===== src/rtl/alu_serial_ctrl.sv =====
// Bit-serial ALU sequencer: drives one external 1-bit ALU slice LSB first and assembles result and flags.
// Optional one-deep request buffer enabled with `define ALU_SERIAL_PENDING_EN (adds pending_o).
module alu_serial_ctrl #(
   parameter int WIDTH = 32,
   parameter int CNT_W = 5
) (
   input  logic             clk_i,
   input  logic             rst_i,
   input  logic             start_i,
   input  logic [3:0]       ctrl_i,
   input  logic [WIDTH-1:0] src1_i,
   input  logic [WIDTH-1:0] src2_i,
   output logic             slice_src1_o,
   output logic             slice_src2_o,
   output logic             slice_less_o,
   output logic             slice_A_invert_o,
   output logic             slice_B_invert_o,
   output logic             slice_cin_o,
   output logic [1:0]       slice_operation_o,
   input  logic             slice_result_i,
   input  logic             slice_cout_i,
   output logic             busy_o,
   output logic             done_o,
   output logic [WIDTH-1:0] result_o,
   output logic             zero_o,
   output logic             cout_o,
   output logic             overflow_o
`ifdef ALU_SERIAL_PENDING_EN
   ,
   output logic             pending_o
`endif
);

   typedef enum logic [1:0] {ST_IDLE = 2'd0, ST_RUN = 2'd1, ST_DONE = 2'd2} state_t;

   localparam logic [3:0] OP_AND  = 4'b0000;
   localparam logic [3:0] OP_OR   = 4'b0001;
   localparam logic [3:0] OP_ADD  = 4'b0010;
   localparam logic [3:0] OP_SUB  = 4'b0110;
   localparam logic [3:0] OP_SLT  = 4'b0111;
   localparam logic [3:0] OP_NOR  = 4'b1100;
   localparam logic [3:0] OP_NAND = 4'b1101;
   localparam logic [CNT_W-1:0] LAST_IDX = CNT_W'(WIDTH - 1);

   state_t           state_q, state_d;
   logic [CNT_W-1:0] idx_q;
   logic             carry_q;
   logic [WIDTH-1:0] a_q, b_q;
   logic [3:0]       ctrl_q;
   logic [WIDTH-2:0] res_sh_q;
   logic [WIDTH-1:0] result_q;
   logic             zero_q, cout_q, ovf_q;

   logic             load;
   logic [3:0]       ld_ctrl;
   logic [WIDTH-1:0] ld_a, ld_b;
   logic             is_arith, last_bit, ovf_msb;
   logic [WIDTH-1:0] word, fin_result;
   logic             fin_cout, fin_ovf;

`ifdef ALU_SERIAL_PENDING_EN
   logic             pend_q;
   logic [3:0]       pend_ctrl_q;
   logic [WIDTH-1:0] pend_a_q, pend_b_q;
`endif

   assign is_arith = ctrl_q inside {OP_ADD, OP_SUB, OP_SLT};
   assign last_bit = (state_q == ST_RUN) && (idx_q == LAST_IDX);

   // Request source: live inputs from IDLE, or the buffered request when leaving DONE.
   // NOTE: every combinational output gets a default first so no path can infer a latch.
   always_comb begin
      load    = 1'b0;
      ld_ctrl = ctrl_i;
      ld_a    = src1_i;
      ld_b    = src2_i;
      if (state_q == ST_IDLE && start_i) load = 1'b1;
`ifdef ALU_SERIAL_PENDING_EN
      if (state_q == ST_DONE) begin
         if (pend_q) begin
            load    = 1'b1;
            ld_ctrl = pend_ctrl_q;
            ld_a    = pend_a_q;
            ld_b    = pend_b_q;
         end else if (start_i) begin
            load = 1'b1;
         end
      end
`endif
   end

   always_ff @(posedge clk_i or negedge rst_i) begin
      if (!rst_i) state_q <= ST_IDLE;
      else        state_q <= state_d;
   end

   always_comb begin
      state_d = state_q;
      unique case (state_q)
         ST_IDLE: if (load) state_d = ST_RUN;
         ST_RUN:  if (idx_q == LAST_IDX) state_d = ST_DONE;
         ST_DONE: state_d = load ? ST_RUN : ST_IDLE;
         default: state_d = ST_IDLE;
      endcase
   end

   always_comb begin
      slice_src1_o      = 1'b0;
      slice_src2_o      = 1'b0;
      slice_A_invert_o  = 1'b0;
      slice_B_invert_o  = 1'b0;
      slice_cin_o       = 1'b0;
      slice_operation_o = 2'b00;
      if (state_q == ST_RUN) begin
         slice_src1_o      = a_q[0];
         slice_src2_o      = b_q[0];
         slice_A_invert_o  = ctrl_q[3];
         slice_B_invert_o  = ctrl_q[2];
         // SLT runs the slice as a subtractor; the less input is not used serially.
         slice_operation_o = (ctrl_q == OP_SLT) ? 2'b10 : ctrl_q[1:0];
         if (is_arith) slice_cin_o = (idx_q == '0) ? ctrl_q[2] : carry_q;
      end
   end

   assign slice_less_o = 1'b0;

   // Final word and flags, evaluated during the MSB cycle from the live slice outputs.
   assign word    = {slice_result_i, res_sh_q};
   assign ovf_msb = slice_cin_o ^ slice_cout_i;

   always_comb begin
      fin_result = word;
      fin_cout   = 1'b0;
      fin_ovf    = 1'b0;
      case (ctrl_q)
         OP_ADD, OP_SUB: begin
            fin_cout = slice_cout_i;
            fin_ovf  = ovf_msb;
         end
         OP_SLT: begin
            fin_result = {{(WIDTH-1){1'b0}}, slice_result_i ^ ovf_msb};
            fin_cout   = slice_cout_i;
         end
         OP_AND, OP_OR, OP_NOR, OP_NAND: ;
         default: fin_result = '0;
      endcase
   end

   // NOTE: sequential state uses non-blocking assignments so every register samples pre-edge values.
   always_ff @(posedge clk_i or negedge rst_i) begin
      if (!rst_i) begin
         idx_q    <= '0;
         carry_q  <= 1'b0;
         a_q      <= '0;
         b_q      <= '0;
         ctrl_q   <= '0;
         res_sh_q <= '0;
         result_q <= '0;
         zero_q   <= 1'b1;
         cout_q   <= 1'b0;
         ovf_q    <= 1'b0;
      end else if (load) begin
         idx_q   <= '0;
         carry_q <= 1'b0;
         a_q     <= ld_a;
         b_q     <= ld_b;
         ctrl_q  <= ld_ctrl;
      end else if (state_q == ST_RUN) begin
         idx_q    <= idx_q + CNT_W'(1);
         carry_q  <= slice_cout_i;
         a_q      <= a_q >> 1;
         b_q      <= b_q >> 1;
         res_sh_q <= word[WIDTH-1:1];
         if (last_bit) begin
            result_q <= fin_result;
            zero_q   <= (fin_result == '0);
            cout_q   <= fin_cout;
            ovf_q    <= fin_ovf;
         end
      end
   end

`ifdef ALU_SERIAL_PENDING_EN
   // A start during DONE with an empty buffer is loaded directly, so only RUN captures.
   always_ff @(posedge clk_i or negedge rst_i) begin
      if (!rst_i) begin
         pend_q      <= 1'b0;
         pend_ctrl_q <= '0;
         pend_a_q    <= '0;
         pend_b_q    <= '0;
      end else if (state_q == ST_DONE) begin
         pend_q <= 1'b0;
      end else if (state_q == ST_RUN && start_i && !pend_q) begin
         pend_q      <= 1'b1;
         pend_ctrl_q <= ctrl_i;
         pend_a_q    <= src1_i;
         pend_b_q    <= src2_i;
      end
   end

   assign pending_o = pend_q;
`endif

   assign busy_o     = (state_q != ST_IDLE);
   assign done_o     = (state_q == ST_DONE);
   assign result_o   = result_q;
   assign zero_o     = zero_q;
   assign cout_o     = cout_q;
   assign overflow_o = ovf_q;

endmodule


===== config.mk =====
export PLATFORM = sky130hd
export DESIGN_NAME = alu_serial_ctrl
export DESIGN_NICKNAME = d
export VERILOG_FILES = /design/src/rtl/alu_serial_ctrl.sv
export SDC_FILE = /design/constraint.sdc
export NUM_CORES = 1
export LEC_CHECK = 0
export ABC_CLOCK_PERIOD_IN_PS = 1800
export CAP_MARGIN = 20
export CELL_PAD_IN_SITES_DETAIL_PLACEMENT = 1
export CELL_PAD_IN_SITES_GLOBAL_PLACEMENT = 1
export CORE_UTILIZATION = 36
export CTS_CLUSTER_DIAMETER = 150
export DETAILED_ROUTE_END_ITERATION = 6
export HOLD_SLACK_MARGIN = 0.12
export PLACE_DENSITY = 0.79
export SYNTH_ARGS = -nofsm -noshare
export SYNTH_HDL_FRONTEND = slang
export SYNTH_SLANG_ARGS = --single-unit

===== constraint.sdc =====
create_clock -name clk_i -period 1.8 [get_ports clk_i]
set_input_delay 0.36 -clock clk_i [delete_from_list [all_inputs] [get_ports clk_i]]
set_output_delay 0.36 -clock clk_i [all_outputs]
set_load 0.02 [all_outputs]

After elaboration in Yosys (flattened, before gate mapping):

Cells that the tools add are included.

* register bits: 142
* input bits: 73
* output and inout port bits: 45
* word-level logic and storage cells: 66

* add/sub/neg operators: 1
* equality and inequality tests: 11
* multiplexer cells: 25
* bitwise logic cells: 3
* reduce and logical (&&, ||, !) cells: 15

Operators by type and width (count)
* two-way mux 32 bit: 4
* one-hot mux 32 bit (2 select lines): 1
* logical NOT 32 bit: 1
* two-way mux 1 bit: 13
* two-way mux 5 bit: 2
* == test 4 x 3 -> 1 bit (second input constant): 2
* == test 4 bit (second input constant): 2
* two-way mux 2 bit: 4
* one-hot mux 2 bit (3 select lines): 1
* OR reduction 6 bit: 1
* adder 5 x 1 -> 5 bit (second input constant): 1
* == test 5 bit (second input constant): 1
* logical NOT 5 bit: 1
* == test 4 x 1 -> 1 bit (second input constant): 1
* == test 4 x 2 -> 1 bit (second input constant): 1
* logical NOT 4 bit: 1
* != test 2 bit (second input constant): 2
* AND reduction 2 bit: 2
* nonzero test 2 bit: 2
* AND reduction 3 bit: 1
* nonzero test 3 bit: 1
* OR reduction 3 bit: 1
* == test 2 x 1 -> 1 bit (second input constant): 1
* == test 2 bit (second input constant): 1
* 5 further kinds: 7

Logic depth before layout (Yosys ltp):

* depth in word-level cells: 8
* depth in mapped cells: 8
* mapped depth without buffers: 8

Least setup slack after synthesis:

Ideal clock, no wire load.

* path type: register to output
* start: register state_q[1]
* end: output slice_operation_o[0]
* arrival time: 1444 ps
* setup slack: -4 ps
* stages on the path, launching flop included: 5
* buffers on the path: 2
* cell sequence: dfrtp_1 or2b_2 buf_6 clkbuf_1 nor3_1

* word-level cells in the longest chain between the ends: 2

Ends and longest elaborated chain
* from (decl): RTL line 45 `state_t state_q, state_d;`
* from (signal assigned): RTL line 94 `else state_q <= state_d;`
* == test 2 x 1 -> 1 bit: RTL line 114 `if (state_q == ST_RUN) begin`
* two-way mux 2 bit: RTL line 114
* to (decl): RTL line 19 `output logic [1:0] slice_operation_o,`

Every way passes these cells.

Worst setup path in the final report:

* start: register idx_q[1]
* end: output slice_cin_o

* word-level cells in the longest chain between the ends: 4

Ends and longest elaborated chain
* from (decl): RTL line 46 `logic [CNT_W-1:0] idx_q;`
* from (signal assigned): RTL line 169 `idx_q <= idx_q + CNT_W'(1);`
* logical NOT 5 bit: RTL line 121 `if (is_arith) slice_cin_o = (idx_q == '0) ? ctrl_q[2] : carry_q;`
* two-way mux 1 bit (2 in a row): RTL line 121
* two-way mux 1 bit: RTL line 114
* to (decl): RTL line 18 `output logic slice_cin_o,`

Every way passes these cells.

==> results.tsv <==
stage	metric	value	unit
run_status	result of the run	finished with violations	
run_status	violated checks	setup timing	
synthesis	synth unique cells	37	
power	Net Sw Power	4.96	mW
cells_and_area	n_diodes	0	
grt	gr usage total	23.3	%
sta	final setup slack of the worst path	-383	ps
place	total of buffers placed on input and output ports	116	
power	share of total power in combinational logic	34.7	%
cells_and_area	most common cell after layout, fill and taps aside	sky130_fd_sc_hd__nand2_1	
clocking	later-pin clock latency in the skew report	430	ps
synthesis	number of warnings printed during yosys synthesis	0	
synthesis	asr flop ratio synth	100	%
cells_and_area	Area growth syn-to-layout	47.0	%
die	core region area	15800	sq um
synthesis	post-synthesis instance area	5830	sq um
cells_and_area	commonest cells after routing, fill and taps aside	sky130_fd_sc_hd__nand2_1 (231), sky130_fd_sc_hd__dfrtp_1 (141), sky130_fd_sc_hd__clkdlybuf4s50_1 (92)	
synthesis	most area-hungry cell type in the Yosys netlist	sky130_fd_sc_hd__dfrtp_1	
power	largest voltage drop on the vdd net	885	uV
place	Routability Congestion	0.744	
power	relative contribution of sequential cells to total power	37.6	%
clocking	number of buffers on the longest clock path	2	
sta	number of pins with negative max-slew slack in the final report	0	
setup_path	Critical Path Sink Type	primary output	
sta	max-slew headroom at the worst pin	60.5	%
route	via count normalized by instance count	5.16	
grt	initial antenna violation count	0	
sta	final clock skew	11.0	ps
sta	slew of the pin with the lowest slew margin	593	ps
synthesis	largest cells by area after synthesis	sky130_fd_sc_hd__dfrtp_1 (61%), sky130_fd_sc_hd__nand2_1 (15%), sky130_fd_sc_hd__a22oi_1 (8.1%)	
setup_path	Reg-to-Reg End	result_o[6]	
synthesis	number of register bits inferred by synthesis	142	
synthesis	main flop type after synthesis	sky130_fd_sc_hd__dfrtp_1	
cells_and_area	post-route cell area	8570	sq um
synthesis	Synth Net Count	654	
clocking	library cell used as clock root buffer	sky130_fd_sc_hd__clkbuf_16	
route	sum of routed wire length over all layers	18100	microns
route	routed length per placed instance	18.8	microns
cells_and_area	NumNets Final	810	
power	static leakage	4.29	nW
setup_path	flop2flop setup slack	-180	ps
clocking	clock slew at reported path FFs	60	ps
synthesis	part of the Yosys area used for sequential elements	61.0	%
worst_hold_path	worst hold path class	in -> async	
die	initial core utilization	36.8	%
sta	accumulated negative setup slack	-5800	ps
clocking	sink count of the clock tree	142	
power	Net Sw Frac	34.8	%
grt	number of global-route vias before repair	5452	
setup_path	cell depth of the worst flop-to-flop path	10	
sta	timing-limited maximum frequency	458	MHz
place	Setup WS pre-CTS	-380	ps
sta	setup repair after global routing missed its margin	true	
setup_path	start point of the critical path	idx_q[1]	
synthesis	gate count of the mapped netlist	578	
die	I/O pins	118	
setup_path	data required time at the worst endpoint	1440	ps
power	Clk network pwr share	27.8	%
synthesis	count of flip-flops with a built-in enable after synthesis	0	
setup_path	maximum fanout count along the critical path	2	
synthesis	Synth top area share	60.5	%
grt	pin count of the biggest net entering global routing	77	
clocking	TritonCTS clock tree	yes	
route	DRC violation total after the first TritonRoute iteration	244	
route	first-pass iteration count of the detailed router	4	
setup_path	category of the worst setup path launch point	flop	
route	total number of vias	4973	
grt	global-route wire length before repair	29100	microns
route	Final ANT Viol Nets	0	
synthesis	synthesized area per cell	10.1	sq um
die	Die Ht	129	microns
setup_path	startpoint-to-endpoint class of the critical path	reg -> out	
place	placed cell areas	7490	sq um
clocking	number of buffers created by CTS	17	
sta	final critical-path share of the clock period	121	%
sta	# setup viols final	42	
clocking	CTS H-tree depth	4	
sta	Final Critical Period	2180	ps
die	die outline width	129	microns
die	std cell rows	46	
sta	Final Hold Viols	0	
power	power density normalized to cell area	1660	nW/um^2
flow_run	Max Cap Viol	0	
die	full die area	16700	sq um
setup_path	data arrival at the endpoint of the critical path	1820	ps
power	cell-internal power	9.30	mW
setup_path	start of the worst register-to-register path	idx_q[0]	
place	half-perimeter wire length after placement	11400	microns
grt	total overflow reported by the global router	0	
route	number of design rule violations left after detail routing	0	
cells_and_area	share of final-layout standard cells stronger than drive strength 1	17.5	%
==> final cells by class <==
cell class              count  area, sq um
fillers                  1685         7260
clock buffers              21          470
flip-flops and latches    142         3550
well taps                 216          270
clock inverters            11          186
multi-input cells         392         2240
repair buffers            174         1820
inverters                   7         26.3
==> cells in the mapped netlist, types with 2 or more instances <==
| master | count |
|---|---|
| sky130_fd_sc_hd__o21ai_0 | 10 |
| sky130_fd_sc_hd__ha_1 | 3 |
| sky130_fd_sc_hd__buf_2 | 10 |
| sky130_fd_sc_hd__dfrtp_1 | 141 |
| sky130_fd_sc_hd__a22o_1 | 31 |
| sky130_fd_sc_hd__nand4_1 | 3 |
| sky130_fd_sc_hd__xnor2_1 | 2 |
| sky130_fd_sc_hd__and2_1 | 6 |
| sky130_fd_sc_hd__inv_1 | 7 |
| sky130_fd_sc_hd__a2bb2oi_1 | 2 |
| sky130_fd_sc_hd__o31ai_1 | 2 |
| sky130_fd_sc_hd__nor2_1 | 6 |
| sky130_fd_sc_hd__nor4_1 | 8 |
| sky130_fd_sc_hd__nand2_1 | 232 |
| sky130_fd_sc_hd__xor2_1 | 2 |
| sky130_fd_sc_hd__o22ai_1 | 2 |
| sky130_fd_sc_hd__a22oi_1 | 63 |
| sky130_fd_sc_hd__mux2_2 | 3 |
| sky130_fd_sc_hd__nor2b_1 | 2 |
| sky130_fd_sc_hd__clkbuf_1 | 26 |
==> worst max-delay path by stage <==
stage | endpoint | depth (start not counted) | slack, ps
6_report | slice_cin_o | 6 | -380
3_3_place_gp | slice_cin_o | 6 | -330
2_1_floorplan | result_o[10] | 7 | 50
3_5_place_dp | slice_cin_o | 6 | -380
4_1_cts | slice_cin_o | 6 | -330
5_1_grt | slice_cin_o | 6 | -450
==> per-layer routing <==
metal  vias up  routed length (microns)  GRT usage [%]
li1       2278                        -              -
met4         0                      535           9.97
met2       116                     9800           42.9
met5         -                        0              0
met3        37                      604           4.83
met1      2542                     7200           25.9
==> cells by family after synthesis <==
family                   synth area share (%)
AO/OA/AOI/OAI                            14.7
XOR/XNOR                                0.601
adder cells (fa/ha/maj)                 0.644
buffers and inverters                    3.31
flip-flops                               61.0
multiplexers                            0.751
other                                  0.0643
AND/OR/NAND/NOR                          18.9
==> critical path, stage by stage, from the launching register on <==
cell and delay, ps:
sky130_fd_sc_hd__dfrtp_1 400, sky130_fd_sc_hd__inv_2 80, sky130_fd_sc_hd__ha_4 130, sky130_fd_sc_hd__nor4b_4 230, sky130_fd_sc_hd__mux2i_2 320, sky130_fd_sc_hd__nor3_4 70
sky130_fd_sc_hd__buf_6 150
==> power by group through the flow <==
stage          registers (mW)  clock network (mW)  logic [mW]
6_report                 5.35                3.96        4.94
5_1_grt                  5.51                4.12        5.44
4_1_cts                  5.32                3.98        4.78
3_5_place_dp             5.35                   0        4.30
3_3_place_gp             5.25                   0        4.04
2_1_floorplan            5.23                   0        2.43
==> registers in the layout, indices dropped and copies added, names as in the netlist, 2 cells and up <==
| signal | flops |
|---|---|
| idx_q | 5 |
| b_q | 32 |
| state_q | 2 |
| ctrl_q | 4 |
| result_o | 32 |
| res_sh_q | 31 |
| a_q | 32 |
==> per-stage QoR <==
step / power [mW] / hold slack (ps) / utilization (%) / std cells
floorplan: 7.66 / 64.4 / - / 578
global placement: 9.29 / 306 / 47.3 / 910
detailed placement: 9.65 / 311 / 47.3 / 910
CTS: 14.1 / 438 / 53.6 / 962
global route: 15.1 / 466 / 54.1 / 963
finish: 14.3 / 428 / 54.1 / 963
==> repair_timing <==
action	in CTS	in global routing
setup endpoints to repair	100	58
buffers inserted	18	6
cloned	3	0
pin swaps	14	21
hold buffers	1	0
endpoints found under the hold margin	37	0
gates resized for setup	80	27
(Power assumes the default switching activity.)
